`config.mk`:
```
export PLATFORM = sky130hd
export DESIGN_NAME = stopwatch_100hz
export DESIGN_NICKNAME = d
export VERILOG_FILES = /design/src/rtl/stopwatch_pkg.sv /design/src/rtl/stopwatch_100hz_tick_detect.sv /design/src/rtl/stopwatch_100hz.sv
export SDC_FILE = /design/constraint.sdc
export NUM_CORES = 1
export LEC_CHECK = 0
export CORE_MARGIN = 3
export CORE_UTILIZATION = 30
export DETAILED_ROUTE_END_ITERATION = 10
export GPL_ROUTABILITY_DRIVEN = 0
export HOLD_SLACK_MARGIN = 0.05
export SKIP_LAST_GASP = 1
export SYNTH_ARGS = -nofsm -noshare
export SYNTH_HDL_FRONTEND = slang
export SYNTH_SLANG_ARGS = --single-unit
```
`constraint.sdc`:
```
create_clock -name clk_MHz -period 2.21 [get_ports clk_MHz]
set_clock_uncertainty 0.1 [all_clocks]
set_input_delay 0.3315 -clock clk_MHz [delete_from_list [all_inputs] [get_ports clk_MHz]]
set_output_delay 0.3315 -clock clk_MHz [all_outputs]
set_load 0.01 [all_outputs]
```
`src/rtl/stopwatch_pkg.sv`:
```
// -----------------------------------------------------------------------------
// stopwatch_pkg
// Shared types and constants for the 100 Hz stopwatch slice.
//   sw_state_t  : run-control state (IDLE, RUN, PAUSE)
//   bcd_t       : one BCD display digit
//   DIGIT_MAX9 / DIGIT_MAX5 : highest legal value of a decimal / sexagesimal digit
//   NUM_DIGITS  : digits in MM:SS.cc, index 0 = cs_ones ... 5 = min_tens
//   digit_limit : wrap value for a given digit index
// -----------------------------------------------------------------------------
package stopwatch_pkg;

    typedef enum logic [1:0] {
        IDLE  = 2'd0,
        RUN   = 2'd1,
        PAUSE = 2'd2
    } sw_state_t;

    typedef logic [3:0] bcd_t;

    localparam bcd_t DIGIT_MAX9 = 4'd9;
    localparam bcd_t DIGIT_MAX5 = 4'd5;
    localparam int   NUM_DIGITS = 6;

    // Tens-of-seconds (3) and tens-of-minutes (5) count 0-5; all others 0-9.
    function automatic bcd_t digit_limit(input int idx);
        return (idx == 3 || idx == 5) ? DIGIT_MAX5 : DIGIT_MAX9;
    endfunction

endpackage

```
`src/rtl/stopwatch_100hz_tick_detect.sv`:
```
// -----------------------------------------------------------------------------
// hz_tick_detect
// Samples a slow divided clock as asynchronous data and produces a one-cycle
// registered pulse per rising edge, for any consumer in the clk_MHz domain.
//   clk_MHz   in  system clock
//   reset     in  synchronous active-high reset
//   clk_100Hz in  divided clock, treated as data
//   tick      out one-cycle pulse, SYNC_STAGES+1 cycles after the input rises
// SYNC_STAGES is meant to be 2 or 3. Input high and low phases must each last
// at least SYNC_STAGES+1 clk_MHz cycles for every edge to be seen exactly once.
// -----------------------------------------------------------------------------
module hz_tick_detect #(
    parameter int SYNC_STAGES = 2
) (
    input  logic clk_MHz,
    input  logic reset,
    input  logic clk_100Hz,
    output logic tick
);

    logic [SYNC_STAGES-1:0] sync_reg;
    logic                   prev_reg;
    logic                   tick_reg;

    always_ff @(posedge clk_MHz) begin
        if (reset) begin
            sync_reg <= '0;
            prev_reg <= 1'b0;
            tick_reg <= 1'b0;
        end else begin
            sync_reg <= {sync_reg[SYNC_STAGES-2:0], clk_100Hz};
            prev_reg <= sync_reg[SYNC_STAGES-1];
            // Registered edge detect: keeps the pulse glitch-free for fan-out.
            tick_reg <= sync_reg[SYNC_STAGES-1] & ~prev_reg;
        end
    end

    assign tick = tick_reg;

endmodule

```
`src/rtl/stopwatch_100hz.sv`:
```
// -----------------------------------------------------------------------------
// stopwatch_100hz
// BCD MM:SS.cc stopwatch counting centisecond ticks derived from clk_100Hz.
//   clk_MHz, reset          : system clock, synchronous active-high reset
//   clk_100Hz               : divided clock, sampled as data only
//   start_stop, clear, lap  : one-cycle control pulses
//   cs_*/sec_*/min_*        : six BCD display digits
//   running                 : high in RUN
//   lap_active              : display frozen on a lap snapshot
//   tick_out                : one pulse per centisecond actually counted
//   overflow                : sticky, set on 59:59.99 -> 00:00.00
// -----------------------------------------------------------------------------
module stopwatch_100hz
    import stopwatch_pkg::*;
#(
    parameter int SYNC_STAGES = 2
) (
    input  logic       clk_MHz,
    input  logic       reset,
    input  logic       clk_100Hz,
    input  logic       start_stop,
    input  logic       clear,
    input  logic       lap,
    output logic [3:0] cs_tens,
    output logic [3:0] cs_ones,
    output logic [3:0] sec_tens,
    output logic [3:0] sec_ones,
    output logic [3:0] min_tens,
    output logic [3:0] min_ones,
    output logic       running,
    output logic       lap_active,
    output logic       tick_out,
    output logic       overflow
);

    logic                  tick;
    sw_state_t             state_reg;
    sw_state_t             state_next;
    bcd_t [NUM_DIGITS-1:0] count_reg;
    bcd_t [NUM_DIGITS-1:0] count_inc;
    bcd_t [NUM_DIGITS-1:0] snap_reg;
    bcd_t [NUM_DIGITS-1:0] disp;
    logic [NUM_DIGITS-1:0] at_limit;
    logic [NUM_DIGITS:0]   carry;
    logic                  count_en;
    logic                  clear_en;
    logic                  lap_active_reg;
    logic                  overflow_reg;
    logic                  tick_out_reg;

    hz_tick_detect #(
        .SYNC_STAGES (SYNC_STAGES)
    ) u_tick_detect (
        .clk_MHz   (clk_MHz),
        .reset     (reset),
        .clk_100Hz (clk_100Hz),
        .tick      (tick)
    );

    // A tick is consumed only by the state held during its cycle, so a tick
    // coinciding with a stopping start_stop still counts.
    assign count_en = tick && (state_reg == RUN);
    assign clear_en = clear && (state_reg != RUN);
    assign carry[0] = count_en;

    // Carry into digit gi+1 is formed from the limit flags of all lower digits
    // directly rather than chained through carry[gi], so the vector has no
    // bit-to-bit dependency.
    generate
        for (genvar gi = 0; gi < NUM_DIGITS; gi++) begin : g_digit
            localparam bcd_t LIMIT = digit_limit(gi);
            assign at_limit[gi]  = (count_reg[gi] == LIMIT);
            assign carry[gi+1]   = count_en && (&at_limit[gi:0]);
            assign count_inc[gi] = !carry[gi]   ? count_reg[gi] :
                                   at_limit[gi] ? '0            :
                                                  count_reg[gi] + 4'd1;
        end
    endgenerate

    always_comb begin
        state_next = state_reg;
        case (state_reg)
            IDLE:    if (start_stop) state_next = RUN;
            RUN:     if (start_stop) state_next = PAUSE;
            PAUSE: begin
                // clear has priority over a simultaneous restart
                if (clear)           state_next = IDLE;
                else if (start_stop) state_next = RUN;
            end
            default: state_next = IDLE;
        endcase
    end

    always_ff @(posedge clk_MHz) begin
        if (reset) begin
            state_reg      <= IDLE;
            count_reg      <= '0;
            snap_reg       <= '0;
            lap_active_reg <= 1'b0;
            overflow_reg   <= 1'b0;
            tick_out_reg   <= 1'b0;
        end else begin
            state_reg    <= state_next;
            tick_out_reg <= count_en;
            if (clear_en) begin
                count_reg      <= '0;
                overflow_reg   <= 1'b0;
                lap_active_reg <= 1'b0;
            end else begin
                count_reg <= count_inc;
                if (carry[NUM_DIGITS]) overflow_reg <= 1'b1;
                if (state_reg == RUN) begin
                    if (start_stop) begin
                        lap_active_reg <= 1'b0;
                    end else if (lap) begin
                        lap_active_reg <= ~lap_active_reg;
                        // Snapshot the post-tick value so a same-cycle tick is included.
                        if (!lap_active_reg) snap_reg <= count_inc;
                    end
                end
            end
        end
    end

    assign disp = lap_active_reg ? snap_reg : count_reg;

    assign cs_ones    = disp[0];
    assign cs_tens    = disp[1];
    assign sec_ones   = disp[2];
    assign sec_tens   = disp[3];
    assign min_ones   = disp[4];
    assign min_tens   = disp[5];
    assign running    = (state_reg == RUN);
    assign lap_active = lap_active_reg;
    assign tick_out   = tick_out_reg;
    assign overflow   = overflow_reg;

endmodule

```
==> impl_metrics.py <==
metrics = {
    "run_status": {
        "status": "completed",
    },
    "clocking": {
        "clock_sinks": 57,
        "root_buffer": "clkbuf_8",
        "tritoncts": "done",
        "clk_path_buf_depth": 2,
        "cts_made_buffers": 9,
        "htreeDepth": 3,
        "post_cts_buffers": 0,
        "clk_latency_ns": 0.34,
        "cts.hold.buffers_added": 0,
        "clk_pin_slew_ns": 0.06,
    },
    "worst_hold_path": {
        "min_to": "u_tick_detect.tick$_SDFF_PP0_",
        "hold_path.class": "flop to flop",
        "worstHoldPathCells": 1,
        "min_from": "u_tick_detect.prev_reg$_SDFF_PP0_",
    },
    "grt": {
        "grtUsageMet2_pct": 19.4,
        "grt-ovfl-total": 0,
        "grt_start_max_net_pins": 50,
        "antenna_found_initial": 0,
        "grt.busiest_layer": "met2",
        "grtUsageMet3_pct": 4.25,
        "grt_first_pass_wirelength_mm": 9.92,
        "globalRouteTotalUtil_pct": 12.7,
        "gr-usage-met1_pct": 16.5,
        "grt_pass1_vias": 2084,
    },
    "setup_path": {
        "start_kind": "flop",
        "end_kind": "primary output",
        "arrival_ns": 1.72,
        "crit_slowest_cell": "clkdlybuf4s50_1",
        "path_buf_inv": 2,
        "r2r-start": "state_reg[1]$_SDFFE_PP0P_",
        "worstPathMaxFanout": 12,
        "crit_required_ns": 1.78,
        "r2r-end": "snap_reg[22]$_SDFFE_PP0P_",
        "crit_path_max_incr_delay_ns": 0.48,
        "path_cells": "buf_12 > mux2_2 > clkdlybuf4s50_1",
        "critPathKind": "flop to primary output",
        "rr_worst_depth": 5,
        "r2r_slack_ns": 0.17,
        "critPathTopFamily": "buffers and inverters",
    },
    "die": {
        "core_area_mm2": 0.00826,
        "start_util_pct": 31.0,
        "dieArea_mm2": 0.00969,
        "die_w_um": 98.4,
        "io_pins": 34,
        "die_h_um": 98.4,
        "core.rowCount": 33,
    },
    "detailed_routing": {
        "antenna_left": 0,
        "num_vias": 2139,
        "wl_mm": 5.85,
        "wl_per_cell_um": 13.0,
        "remaining_drc_errors": 0,
        "via_per_inst": 4.76,
        "drtIter0Drc": 98,
        "drtPass1Iterations": 4,
    },
    "synthesis": {
        "syn_area_mm2": 0.00256,
        "yosysTopAreaCellShare_pct": 44.5,
        "syn_inst": 291,
        "synth_ff_type": "dfxtp_1",
        "synth-edff-count": 0,
        "synth_cell_type_count": 41,
        "synthArstFlopShare_pct": 0,
        "synth_top_area_cell": "dfxtp_1",
        "ys_ff_latch": 57,
        "ys_warn_count": 0,
        "synth_nets": 297,
        "synth_area_per_cell_um2": 8.81,
        "netlist_top_cells_area": "dfxtp_1 (45%), nor2_1 (9.4%), mux2_2 (7.5%)",
        "yosysSeqAreaShare_pct": 44.5,
    },
    "sta": {
        "hold_viol_final": 0,
        "tns_ns": 0,
        "slew_headroom_pct": 77.8,
        "max_clock_freq_ghz": 0.465,
        "min_period_ns": 2.15,
        "drv_slew": 0,
        "setup_viol": 0,
        "worstMarginPinSlew_ns": 0.328,
        "min_period_over_period_pct": 97.3,
        "rsz0062_at_grt": "true",
    },
    "cells_and_area": {
        "drive_gt1_share_pct": 18.3,
        "design_area_mm2": 0.00343,
        "multiInputGateArea_mm2": 0.00135,
        "seq_area_mm2": 0.00114,
        "nFillCells": 836,
        "final_util_pct": 41.5,
        "syn2layout_area_growth_pct": 33.8,
        "n_antenna_cell": 0,
        "final_net_count": 345,
    },
    "placement": {
        "port_buffers": 33,
        "dp_hpwl_mm": 3.89,
        "place_area_mm2": 0.00314,
    },
    "power_and_ir_drop": {
        "power_density_mw_per_mm2": 702,
        "power_mw": 2.41,
        "vdd_drop_max_mv": 0.362,
        "p_leak_nw": 1.22,
    },
    "flow_run": {
        "drv_cap": 0,
    },
}
==> synthesized netlist by cell type, drive strengths merged, types with 3 or more instances <==
master / count
a211oi: 23
a21oi: 8
buf: 5
clkbuf: 12
dfxtp: 57
inv: 8
mux2: 17
mux2i: 3
nand2: 14
nand2b: 5
nand3: 3
nand4: 3
nand4bb: 4
nor2: 64
nor2b: 9
nor3: 6
o21ai: 13
xnor2: 8
xor2: 5
==> layout make-up <==
class	instances	area share, %
sequential	57	33.4
inverter	8	0.875
timing repair buffer	54	15.6
tap	105	3.83
multi-input combinational	209	39.2
clock buffer	10	4.01
clock inverter	6	3.06
==> cell families (layout without fill, tap and decap cells) <==
logic type      Yosys count  in the layout  share of synthesized area, %
flops                    57             57                          44.5
xor+xnor                 13             13                          4.44
simple gates            121            121                          24.2
buf+inv                  25             78                          3.81
mux                      20             20                          8.64
compound gates           55             55                          14.4
==> metrics by stage <==
step	std cells	hold slack (ns)	setup slack (ns)
floorplan	291	0.267	0.204
global placement	432	0.278	0.110
detailed placement	432	0.281	0.0725
CTS	448	0.288	0.000344
global route	449	0.301	-0.0101
finish	449	0.282	0.0590
==> power by group <==
group,leakage [nW],internal [mW],switching (mW)
Combinational,0.631,0.0667,0.0827
Clock,0.126,0.773,0.415
Sequential,0.462,1.06,0.0143
==> per-layer routing <==
metal | share of wire [%] | up-vias
met5 | 0 | -
met4 | 1.5 | 0
met3 | 4.0 | 9
met2 | 45 | 32
met1 | 49 | 988
li1 | - | 1110
==> cells in the final DEF (no fill, tap or decap), types with 10 or more instances in the layout <==
master	count
dfxtp_1	56
buf_4	17
o21ai_0	11
a211oi_1	22
nand2_1	14
nor2_1	64
clkdlybuf4s50_1	32
mux2_2	17
clkbuf_8	10
==> how the worst max path moves through the flow <==
stage | from | end | depth (start not counted)
floorplan | state_reg[0]$_SDFFE_PP0P_ | snap_reg[11]$_SDFFE_PP0P_ | 7
global placement | state_reg[1]$_SDFFE_PP0P_ | snap_reg[22]$_SDFFE_PP0P_ | 5
detailed placement | state_reg[1]$_SDFFE_PP0P_ | snap_reg[22]$_SDFFE_PP0P_ | 5
CTS | lap_active$_SDFFE_PP0P_ | min_ones[0] | 3
global route | state_reg[1]$_SDFFE_PP0P_ | snap_reg[22]$_SDFFE_PP0P_ | 5
finish | lap_active$_SDFFE_PP0P_ | cs_tens[3] | 3
==> repair_timing <==
item                       in CTS  in global routing
pin swaps                       0                  0
setup endpoints to repair       2                 22
resized for setup               2                  7
gates cloned                    0                  1
No activity file was read; power rests on OpenSTA's default activity.
